$ cat src/rtl/ram_port_arbiter.sv
// Two-port round-robin arbiter in front of the program RAM, with bounded burst hold
// and a latency-matched tag pipeline that routes each RAM response back to its requester.
module ram_port_arbiter #(
  parameter int READ_LATENCY = 2,
  parameter int MAX_BURST    = 4
) (
  input  logic        clk_in,
  input  logic        rst_in,

  input  logic        req0_valid_in,
  output logic        req0_ready_out,
  input  logic [31:0] req0_addr_in,
  input  logic [31:0] req0_data_in,
  input  logic [3:0]  req0_we_in,
  output logic        resp0_valid_out,
  output logic [31:0] resp0_data_out,

  input  logic        req1_valid_in,
  output logic        req1_ready_out,
  input  logic [31:0] req1_addr_in,
  input  logic [31:0] req1_data_in,
  input  logic [3:0]  req1_we_in,
  output logic        resp1_valid_out,
  output logic [31:0] resp1_data_out,

  output logic [31:0] ram_addr_out,
  output logic [31:0] ram_data_out,
  output logic [3:0]  ram_we_out,
  input  logic [31:0] ram_data_in,

  output logic        busy_out
);

  localparam logic [3:0] MAX_CNT = 4'(MAX_BURST);

  logic                    lastGrant_q, lastGrant_d;
  logic                    grantedPrev_q, grantedPrev_d;
  logic [3:0]              burstCnt_q, burstCnt_d;
  logic [31:0]             addrHold_q, addrHold_d;
  logic [31:0]             dataHold_q, dataHold_d;
  logic [READ_LATENCY-1:0] pipeValid_q, pipeValid_d;
  logic [READ_LATENCY-1:0] pipePort_q, pipePort_d;

  logic grantValid;
  logic grantPort;
  logic tailValid;
  logic tailPort;

  // The streak owner keeps the port only while it was granted last cycle and is under the cap.
  always_comb begin
    grantValid = 1'b0;
    grantPort  = 1'b0;
    if (!rst_in) begin
      if (req0_valid_in && req1_valid_in) begin
        grantValid = 1'b1;
        if (grantedPrev_q && (burstCnt_q < MAX_CNT)) begin
          grantPort = lastGrant_q;
        end else begin
          grantPort = ~lastGrant_q;
        end
      end else if (req0_valid_in) begin
        grantValid = 1'b1;
        grantPort  = 1'b0;
      end else if (req1_valid_in) begin
        grantValid = 1'b1;
        grantPort  = 1'b1;
      end
    end
  end

  assign req0_ready_out = grantValid && !grantPort;
  assign req1_ready_out = grantValid && grantPort;

  always_comb begin
    ram_addr_out = addrHold_q;
    ram_data_out = dataHold_q;
    ram_we_out   = 4'b0000;
    if (grantValid) begin
      ram_addr_out = grantPort ? req1_addr_in : req0_addr_in;
      ram_data_out = grantPort ? req1_data_in : req0_data_in;
      ram_we_out   = grantPort ? req1_we_in   : req0_we_in;
    end
  end

  always_comb begin
    lastGrant_d   = lastGrant_q;
    burstCnt_d    = burstCnt_q;
    addrHold_d    = addrHold_q;
    dataHold_d    = dataHold_q;
    grantedPrev_d = grantValid;
    if (grantValid) begin
      lastGrant_d = grantPort;
      addrHold_d  = ram_addr_out;
      dataHold_d  = ram_data_out;
      if (grantedPrev_q && (grantPort == lastGrant_q)) begin
        burstCnt_d = (burstCnt_q >= MAX_CNT) ? MAX_CNT : burstCnt_q + 4'd1;
      end else begin
        burstCnt_d = 4'd1;
      end
    end
  end

  // Tag pipeline: slot 0 is loaded on the grant, the last slot lines up with ram_data_in.
  always_comb begin
    pipeValid_d    = '0;
    pipePort_d     = '0;
    pipeValid_d[0] = grantValid;
    pipePort_d[0]  = grantPort;
    for (int i = 1; i < READ_LATENCY; i++) begin
      pipeValid_d[i] = pipeValid_q[i-1];
      pipePort_d[i]  = pipePort_q[i-1];
    end
  end

  always_ff @(posedge clk_in) begin
    if (rst_in) begin
      lastGrant_q   <= 1'b1;
      grantedPrev_q <= 1'b0;
      burstCnt_q    <= 4'd0;
      addrHold_q    <= 32'd0;
      dataHold_q    <= 32'd0;
      pipeValid_q   <= '0;
      pipePort_q    <= '0;
    end else begin
      lastGrant_q   <= lastGrant_d;
      grantedPrev_q <= grantedPrev_d;
      burstCnt_q    <= burstCnt_d;
      addrHold_q    <= addrHold_d;
      dataHold_q    <= dataHold_d;
      pipeValid_q   <= pipeValid_d;
      pipePort_q    <= pipePort_d;
    end
  end

  // Outputs are masked during reset so responses already in flight are dropped immediately.
  assign tailValid       = pipeValid_q[READ_LATENCY-1] && !rst_in;
  assign tailPort        = pipePort_q[READ_LATENCY-1];
  assign resp0_valid_out = tailValid && !tailPort;
  assign resp1_valid_out = tailValid && tailPort;
  assign resp0_data_out  = resp0_valid_out ? ram_data_in : 32'd0;
  assign resp1_data_out  = resp1_valid_out ? ram_data_in : 32'd0;
  assign busy_out        = (|pipeValid_q) && !rst_in;

endmodule

$ cat config.mk
export PLATFORM = sky130hd
export DESIGN_NAME = ram_port_arbiter
export DESIGN_NICKNAME = d
export VERILOG_FILES = /design/src/rtl/ram_port_arbiter.sv
export SDC_FILE = /design/constraint.sdc
export NUM_CORES = 1
export LEC_CHECK = 0
export ABC_AREA = 0
export CORE_AREA = 2 2 121 123
export CTS_CLUSTER_SIZE = 8
export DETAILED_ROUTE_END_ITERATION = 10
export DIE_AREA = 0 0 123 125
export PLACE_DENSITY = 0.73
export SYNTH_ARGS = -nofsm -noshare
export SYNTH_HDL_FRONTEND = slang
export SYNTH_SLANG_ARGS = --single-unit
$ cat constraint.sdc
create_clock -name clk_in -period 2.7 [get_ports clk_in]
set_clock_uncertainty 0.2 [all_clocks]
set_input_delay 0.405 -clock clk_in [delete_from_list [all_inputs] [get_ports clk_in]]
set_output_delay 0.405 -clock clk_in [all_outputs]
set_load 0.03 [all_outputs]
==> Flow_metrics.wiki, run 1 <==
{| class="wikitable"
! Metric !! Value
|-
| Status || finished clean
|-
| Num rows || 44
|-
| Post-detailed-route DRC marker count || 0
|-
| Largest buffer count on any clock path || 2
|-
| Combined global-route utilization of all metal layers || 22.1%
|-
| Hold Startpoint || pipePort_q[0]
|-
| Fill cell instance count of the final layout || 1330
|-
| Pwr/cell area || 460 nW/um2
|-
| Critical path peak fanout || 21
|-
| Routability-driven placement congestion ratio || 0.805
|-
| Proportion of synthesized flip-flops having asynchronous set or reset || 0%
|-
| Number of maximum-capacitance violations || 0
|-
| Area enclosed by the die boundary || 15400 um2
|-
| Antenna diode count || 0
|-
| Count of input and output buffers || 308
|-
| Clock power share || 30.7%
|-
| Path type of the worst min-delay path || flip-flop to flip-flop
|-
| Via count of the routed design || 5887
|-
| Worst reg-to-reg path cell count || 8
|-
| Netlist cell types || 31
|-
| Final non-filler cell total || 1130
|-
| Clock latency at the later pin of the worst-skew pair || 0.33 ns
|-
| Footprint of the flip-flops and latches || 1470 um2
|-
| Part of the total power dissipated in combinational logic || 37.0%
|-
| Nets || 1114
|-
| Final-layout worst hold slack || 0.242 ns
|-
| Internal power of the cells || 2.46 mW
|-
| CP Launch Point || burstCnt_q[2]
|-
| Worst reg2reg path endpoint || dataHold_q[2]
|-
| Largest area contributor in the netlist || sky130_fd_sc_hd__dfxtp_1
|-
| Vert. Die Dim || 125 um
|-
| Post-route core utilization || 57.7%
|-
| EDFF count, synth || 0
|-
| Worst Setup Path Type || flip-flop to output pin
|-
| Clock transition at the registers of the reported paths || 0.06 ns
|-
| Hold buffer count at cts || 0
|-
| Mean instance size in the synthesized netlist || 6.91 um2
|-
| Max-slew violations || 0
|-
| Setup repair after global routing missed its margin || true
|-
| Actual slew at the worst max-slew pin || 0.434 ns
|-
| Die width || 123 um
|-
| Minimum clock period after layout || 2.66 ns
|-
| Start of the worst register-to-register path || burstCnt_q[2]
|-
| Pre-antenna DRT Iters || 4
|-
| Cell count after synthesis || 636
|-
| Number of placed cells counting well taps || 1095
|-
| Initial Util || 31.0%
|-
| Most frequently used flop master after synthesis || sky130_fd_sc_hd__dfxtp_1
|-
| Flip-flop and latch count after synthesis || 73
|-
| Top-area cell type share of the netlist area || 33.2%
|-
| Post-detailed-route via-to-cell ratio || 5.21
|-
| Commonest cells in the netlist || sky130_fd_sc_hd__nand3_1, sky130_fd_sc_hd__nand2_1, sky130_fd_sc_hd__dfxtp_1
|-
| Area occupied by multi-input gates || 2780 um2
|-
| Final Hold Fails || 0
|-
| Static Leak || 3.72 nW
|-
| Number of primary I/O pins || 309
|-
| Count of antenna-violating nets left after detailed routing || 0
|-
| Largest voltage drop on the vdd net || 266 uV
|-
| Kind of start point of the critical path || flip-flop
|-
| Endpoint of the worst hold-timing path || pipePort_q[1]
|-
| Number of global-route vias before repair || 5374
|-
| Share of layout cells above drive strength 1 || 22.9%
|-
| First-pass GRT wire length || 27.2 mm
|-
| Cell types occupying the most area after synthesis || sky130_fd_sc_hd__dfxtp_1, sky130_fd_sc_hd__nand3_1, sky130_fd_sc_hd__o211ai_1, sky130_fd_sc_hd__nand2_1, sky130_fd_sc_hd__and2_1
|-
| DP Wirelength || 12.6 mm
|-
| Core Region || 14200 um2
|-
| Maximum clock frequency || 376 MHz
|-
| Level count of the clock H-tree || 3
|-
| Switching power as a share of total power || 34.6%
|-
| Share of the yosys chip area belonging to registers || 33.2%
|-
| Data required, critical path || 2.10 ns
|-
| Switching power || 1.31 mW
|-
| Netlist area before placement || 4400 um2
|-
| GR Overflow Total || 0
|-
| Final setup fails || 0
|-
| CTS tree || done
|-
| Critical path endpoint category || output pin
|-
| Warning count from the yosys run || 0
|-
| Data arrival time of the worst path || 2.05 ns
|-
| Hold path depth || 1
|-
| Maximum number of pins on one net before global-route repair || 47
|-
| Slew headroom || 71.0%
|-
| Number of buffers added by the clock tree synthesis step || 9
|-
| Most repeated cell in the gate-level netlist after synthesis || sky130_fd_sc_hd__nand3_1
|-
| Period utilisation layout || 98.4%
|-
| Area growth, synth to finish || 86.4%
|-
| Number of violations reported at the end of detailed-routing iteration 0 || 324
|-
| Internal reg-to-reg setup slack || 0.75 ns
|-
| Post-DR wirelength/cell || 16.7 um
|-
| Fraction of power consumed by sequential logic || 32.3%
|-
| Root Buffer || sky130_fd_sc_hd__clkbuf_16
|-
| Number of clock sinks || 73
|-
| Final Routed Wirelength || 18.9 mm
|-
| Nets in the synthesized netlist || 809
|-
| Number of antenna violations at the first check in global routing || 0
|}
==> flip-flops by register name (all words and copies together), names as in the netlist <==
name,cells
pipeValid_q,2
dataHold_q,32
pipePort_q,2
lastGrant_q,1
addrHold_q,32
burstCnt_q,4
==> worst max-delay path by stage <==
stage	end	slack, ns	cells past startpoint
global placement	ram_data_out[17]	0.08	7
floorplan	ram_we_out[0]	0.20	5
global route	ram_addr_out[24]	-0.08	8
CTS	ram_we_out[2]	0.01	7
detailed placement	ram_data_out[17]	0.03	7
finish	ram_addr_out[24]	0.04	8
==> cell usage in the layout, fill, tap and decap left out, types with 2 or more instances in the layout <==
master and count:
sky130_fd_sc_hd__clkdlybuf4s50_1 171, sky130_fd_sc_hd__dfxtp_1 70, sky130_fd_sc_hd__nor2_4 2, sky130_fd_sc_hd__inv_1 2, sky130_fd_sc_hd__clkinvlp_4 3, sky130_fd_sc_hd__clkbuf_16 13
sky130_fd_sc_hd__buf_12 17, sky130_fd_sc_hd__nand3_2 5, sky130_fd_sc_hd__o211ai_1 68, sky130_fd_sc_hd__nor2_1 3, sky130_fd_sc_hd__nand3_1 191, sky130_fd_sc_hd__buf_6 12
sky130_fd_sc_hd__o21ai_0 4, sky130_fd_sc_hd__nor2b_1 4, sky130_fd_sc_hd__buf_4 148, sky130_fd_sc_hd__and2_1 68, sky130_fd_sc_hd__inv_6 3, sky130_fd_sc_hd__a32o_1 2
sky130_fd_sc_hd__nand2_1 130, sky130_fd_sc_hd__dfxtp_2 2, sky130_fd_sc_hd__a21oi_1 5
==> worst max-delay path: stages (launching register included) <==
cell	delay [ns]
sky130_fd_sc_hd__dfxtp_2	0.36
sky130_fd_sc_hd__nor3b_4	0.21
sky130_fd_sc_hd__buf_4	0.17
sky130_fd_sc_hd__xor2_4	0.07
sky130_fd_sc_hd__buf_12	0.16
sky130_fd_sc_hd__clkbuf_16	0.19
sky130_fd_sc_hd__o211ai_1	0.24
sky130_fd_sc_hd__nand3_1	0.12
sky130_fd_sc_hd__buf_4	0.18
==> kinds of logic after synthesis <==
group | after synthesis | synth area share [%]
compound gates | 87 | 14.5
xor+xnor | 1 | 0.370
fa+ha+maj | 1 | 0.285
buf+inv | 62 | 5.81
flops | 73 | 33.2
mux | 1 | 0.228
simple gates | 411 | 45.6
==> metrics by stage <==
stage               TNS [ns]  total power [mW]  cell area [um2]  worst slack (ns)
detailed placement         0              2.53             7580            0.0281
CTS                        0              3.70             7880           0.00981
global placement           0              2.52             7580            0.0770
floorplan                  0              1.87             4400             0.204
finish                     0              3.77             8200            0.0427
global route           -1.94              3.95             8200           -0.0808
==> power by group through the flow <==
stage	sequential, mW	combinational [mW]	clock [mW]
after floorplan	1.23	0.646	0
after global placement	1.24	1.28	0
after detailed placement	1.24	1.29	0
after CTS	1.22	1.30	1.19
after global routing	1.23	1.48	1.24
final	1.22	1.40	1.16
==> routing by layer <==
metal / share of wire (%) / GRT usage (%)
met5: 0 / 0
met2: 49 / 38.7
met3: 8.2 / 5.79
met4: 2.6 / 8.36
met1: 40 / 25.5
==> timing repair <==
action,CTS,global route
endpoints found under the setup margin,69,68
gates resized for setup,0,25
setup buffers,2,13
hold endpoints to repair,0,0
gates cloned,0,4
pin swaps,0,12
==> layout make-up <==
| type | instances | share of cell area [%] |
|---|---|---|
| clock buffers | 9 | 2.75 |
| clock inverters | 7 | 0.733 |
| inverters | 3 | 0.137 |
| multi-input cells | 501 | 33.9 |
| flip-flops and latches | 73 | 17.9 |
| well taps | 184 | 2.81 |
| repair buffers | 353 | 41.8 |
No activity file was read; power rests on OpenSTA's default activity.
==> inputs of run 2 (changes only) <==
CORE_AREA = default   (was 2 2 121 123)
CORE_ASPECT_RATIO = 0.6   (was default)
CORE_UTILIZATION = 36   (was default)
DIE_AREA = default   (was 0 0 123 125)
PLACE_DENSITY = 0.83   (was 0.73)
==> run 2 against run 1 <==
Effect of this change:
- total power up 6.2%
- clock power is 20% higher
- combinational power about the same
==> Flow_metrics.wiki, run 2 (same netlist as run 1, synthesis figures left out) <==
{| class="wikitable"
! Metric !! Value
|-
| Critical path peak fanout || 11 (-48%)
|-
| Area enclosed by the die boundary || 12700 um2 (-18%)
|-
| Period utilisation layout || 98.0% (-0.42 points)
|-
| Share of layout cells above drive strength 1 || 22.0% (-0.98 points)
|-
| Nets || 1106 (-0.72%)
|-
| Hold buffer count at cts || 0 (unchanged)
|-
| Kind of start point of the critical path || flip-flop
|-
| Routability-driven placement congestion ratio || 0.881 (+9.5%)
|-
| Number of violations reported at the end of detailed-routing iteration 0 || 357 (+10%)
|-
| Count of input and output buffers || 308 (unchanged)
|-
| Maximum number of pins on one net before global-route repair || 42 (-11%)
|-
| Largest registers ranked by flip-flop count || addrHold_q x32, dataHold_q x32, burstCnt_q x4
|-
| Commonest non-fill, non-tap cells in the layout || sky130_fd_sc_hd__nand3_1, sky130_fd_sc_hd__clkdlybuf4s50_1, sky130_fd_sc_hd__buf_4, sky130_fd_sc_hd__nand2_1, sky130_fd_sc_hd__dfxtp_1
|-
| Number of maximum-capacitance violations || 0 (unchanged)
|-
| Number of buffers added by the clock tree synthesis step || 9 (unchanged)
|-
| Clock transition at the registers of the reported paths || 0.05 ns (about the same)
|-
| Number of clock sinks || 73 (unchanged)
|-
| Critical Path Slowest Stage Cell || sky130_fd_sc_hd__dfxtp_2
|-
| Post-route worst setup slack || 0.0541 ns (+0.0114 ns)
|-
| Area growth, synth to finish || 86.1%
|-
| Post-detailed-route DRC marker count || 0 (unchanged)
|-
| Level count of the clock H-tree || 3 (unchanged)
|-
| Status || finished clean
|-
| Power after layout || 4.00 mW (+6.2%)
|-
| Minimum clock period after layout || 2.65 ns (-0.0114 ns)
|-
| Final Routed Wirelength || 19.9 mm (+5.2%)
|-
| Setup slack at placement || 0.0161 ns (-0.0121 ns)
|-
| Pwr/cell area || 489 nW/um2 (+6.4%)
|-
| Num rows || 30 (-32%)
|-
| Combined global-route utilization of all metal layers || 29.2% (+7.1 points)
|-
| Final setup fails || 0 (unchanged)
|-
| Data required, critical path || 2.10 ns (about the same)
|-
| Number of global-route vias before repair || 5228 (-2.7%)
|-
| Worst Setup Path Type || flip-flop to output pin
|-
| Leading cell type in the layout, fill and taps excluded || sky130_fd_sc_hd__nand3_1
|-
| DP Wirelength || 13.6 mm (+7.5%)
|-
| Core Region || 11600 um2 (-18%)
|-
| Path type of the worst min-delay path || flip-flop to flip-flop
|-
| Setup TNS Final || 0 ns (unchanged)
|-
| First-pass GRT wire length || 28.2 mm (+3.5%)
|-
| Number of antenna violations at the first check in global routing || 1 (+1)
|-
| Worst stage delay on the critical path || 0.35 ns (about the same)
|-
| Data arrival time of the worst path || 2.04 ns (about the same)
|-
| Count of antenna-violating nets left after detailed routing || 0 (unchanged)
|-
| Post-detailed-route via-to-cell ratio || 5.36 (+2.9%)
|-
| Vert. Die Dim || 87.6 um (-30%)
|-
| Slew headroom || 68.8% (-2.2 points)
|-
| Actual slew at the worst max-slew pin || 0.467 ns (+0.0330 ns)
|-
| Fill cell instance count of the final layout || 923 (-31%)
|-
| CTS tree || done
|-
| Via count of the routed design || 5888 (+0.017%)
|-
| GR Overflow Total || 0 (unchanged)
|-
| Final Hold Fails || 0 (unchanged)
|-
| Setup repair after global routing missed its margin || true
|-
| Post-DR wirelength/cell || 18.1 um (+8.2%)
|-
| Critical path endpoint category || output pin
|-
| Die width || 145 um (+18%)
|-
| Largest buffer count on any clock path || 2 (unchanged)
|-
| Root Buffer || sky130_fd_sc_hd__clkbuf_16
|-
| Antenna diode count || 0 (unchanged)
|-
| Largest voltage drop on the vdd net || 328 uV (+23%)
|-
| Initial Util || 37.9% (+7.0 points)
|-
| Maximum clock frequency || 378 MHz (+0.43%)
|-
| Pre-antenna DRT Iters || 5 (+1)
|-
| Number of primary I/O pins || 309 (unchanged)
|-
| Cell-by-cell listing of the critical path || nor3b_4 -> buf_6 -> mux2i_4 -> buf_6 -> buf_12 -> nand3_1 -> nand3_1 -> buf_4
|-
| Static Leak || 3.71 nW (-0.29%)
|-
| Max-slew violations || 0 (unchanged)
|-
| Clock latency at the later pin of the worst-skew pair || 0.34 ns (about the same)
|}
==> run 2: cell count changes in the layout (fill, tap and decap cells not counted), moves of 2 or more <==
| cell | delta |
|---|---|
| sky130_fd_sc_hd__bufinv_16 | +3 |
| sky130_fd_sc_hd__nand3_2 | -5 |
| sky130_fd_sc_hd__a21oi_1 | -2 |
| sky130_fd_sc_hd__buf_12 | +2 |
| sky130_fd_sc_hd__a21oi_2 | +2 |
| sky130_fd_sc_hd__inv_6 | -3 |
| sky130_fd_sc_hd__buf_4 | -10 |
| sky130_fd_sc_hd__nand3_1 | +5 |
==> run 2: where the power goes <==
part	total, mW	internal (mW)	switching (mW)
Sequential	1.22	1.17	0.0495
Combinational	1.40	0.651	0.747
Clock	1.39	0.902	0.485
Total	4.00	2.72	1.28
==> run 2: final cells by class <==
class	instances	area, um2	share of cell area (%)
Timing Repair Buffer	345	3400	41.5
Multi-Input combinational cell	501	2760	33.7
Sequential cell	73	1470	18.0
Clock buffer	9	225	2.75
Tap cell	160	200	2.45
Clock inverter	7	119	1.45
Inverter	3	11.3	0.138
==> run 2: metal layers <==
metal / track usage [%] / share of wire [%]
met5: 0 / 0.055
met4: 9.86 / 2.2
met3: 10.4 / 10
met2: 44.1 / 44
met1: 38.7 / 44
==> run 2: what timing repair did <==
| action | 4_1_cts | 5_1_grt |
|---|---|---|
| pin swaps | 0 | 6 |
| buffers inserted | 1 | 8 |
| gates cloned | 1 | 5 |
| setup endpoints to repair | 56 | 69 |
| resized for setup | 1 | 23 |
==> run 2: final timing paths <==
path	end	slack (ns)	from	depth (start not counted)
worst max-delay path	ram_data_out[23]	0.05	burstCnt_q[2]	8
worst min register to register	pipePort_q[1]	0.24	pipePort_q[0]	1
worst max register to register	dataHold_q[14]	0.76	burstCnt_q[2]	8
worst min-delay path	pipePort_q[1]	0.24	pipePort_q[0]	1
==> run 2: critical path: cells and delay by family, from the launching register on <==
family / cells / cell delay [ns]
simple gates: 3 / 0.48
buf+inv: 4 / 0.61
flops: 1 / 0.35
mux: 1 / 0.26
==> run 2: per-stage QoR <==
stage	util (%)	hold WS [ns]	cells	area, um2
after floorplan	-	0.214	636	4400
after global placement	65.2	0.217	1068	7560
after detailed placement	65.2	0.230	1068	7560
after CTS	68.5	0.243	1086	7950
after global routing	70.5	0.267	1098	8180
final	70.5	0.238	1098	8180
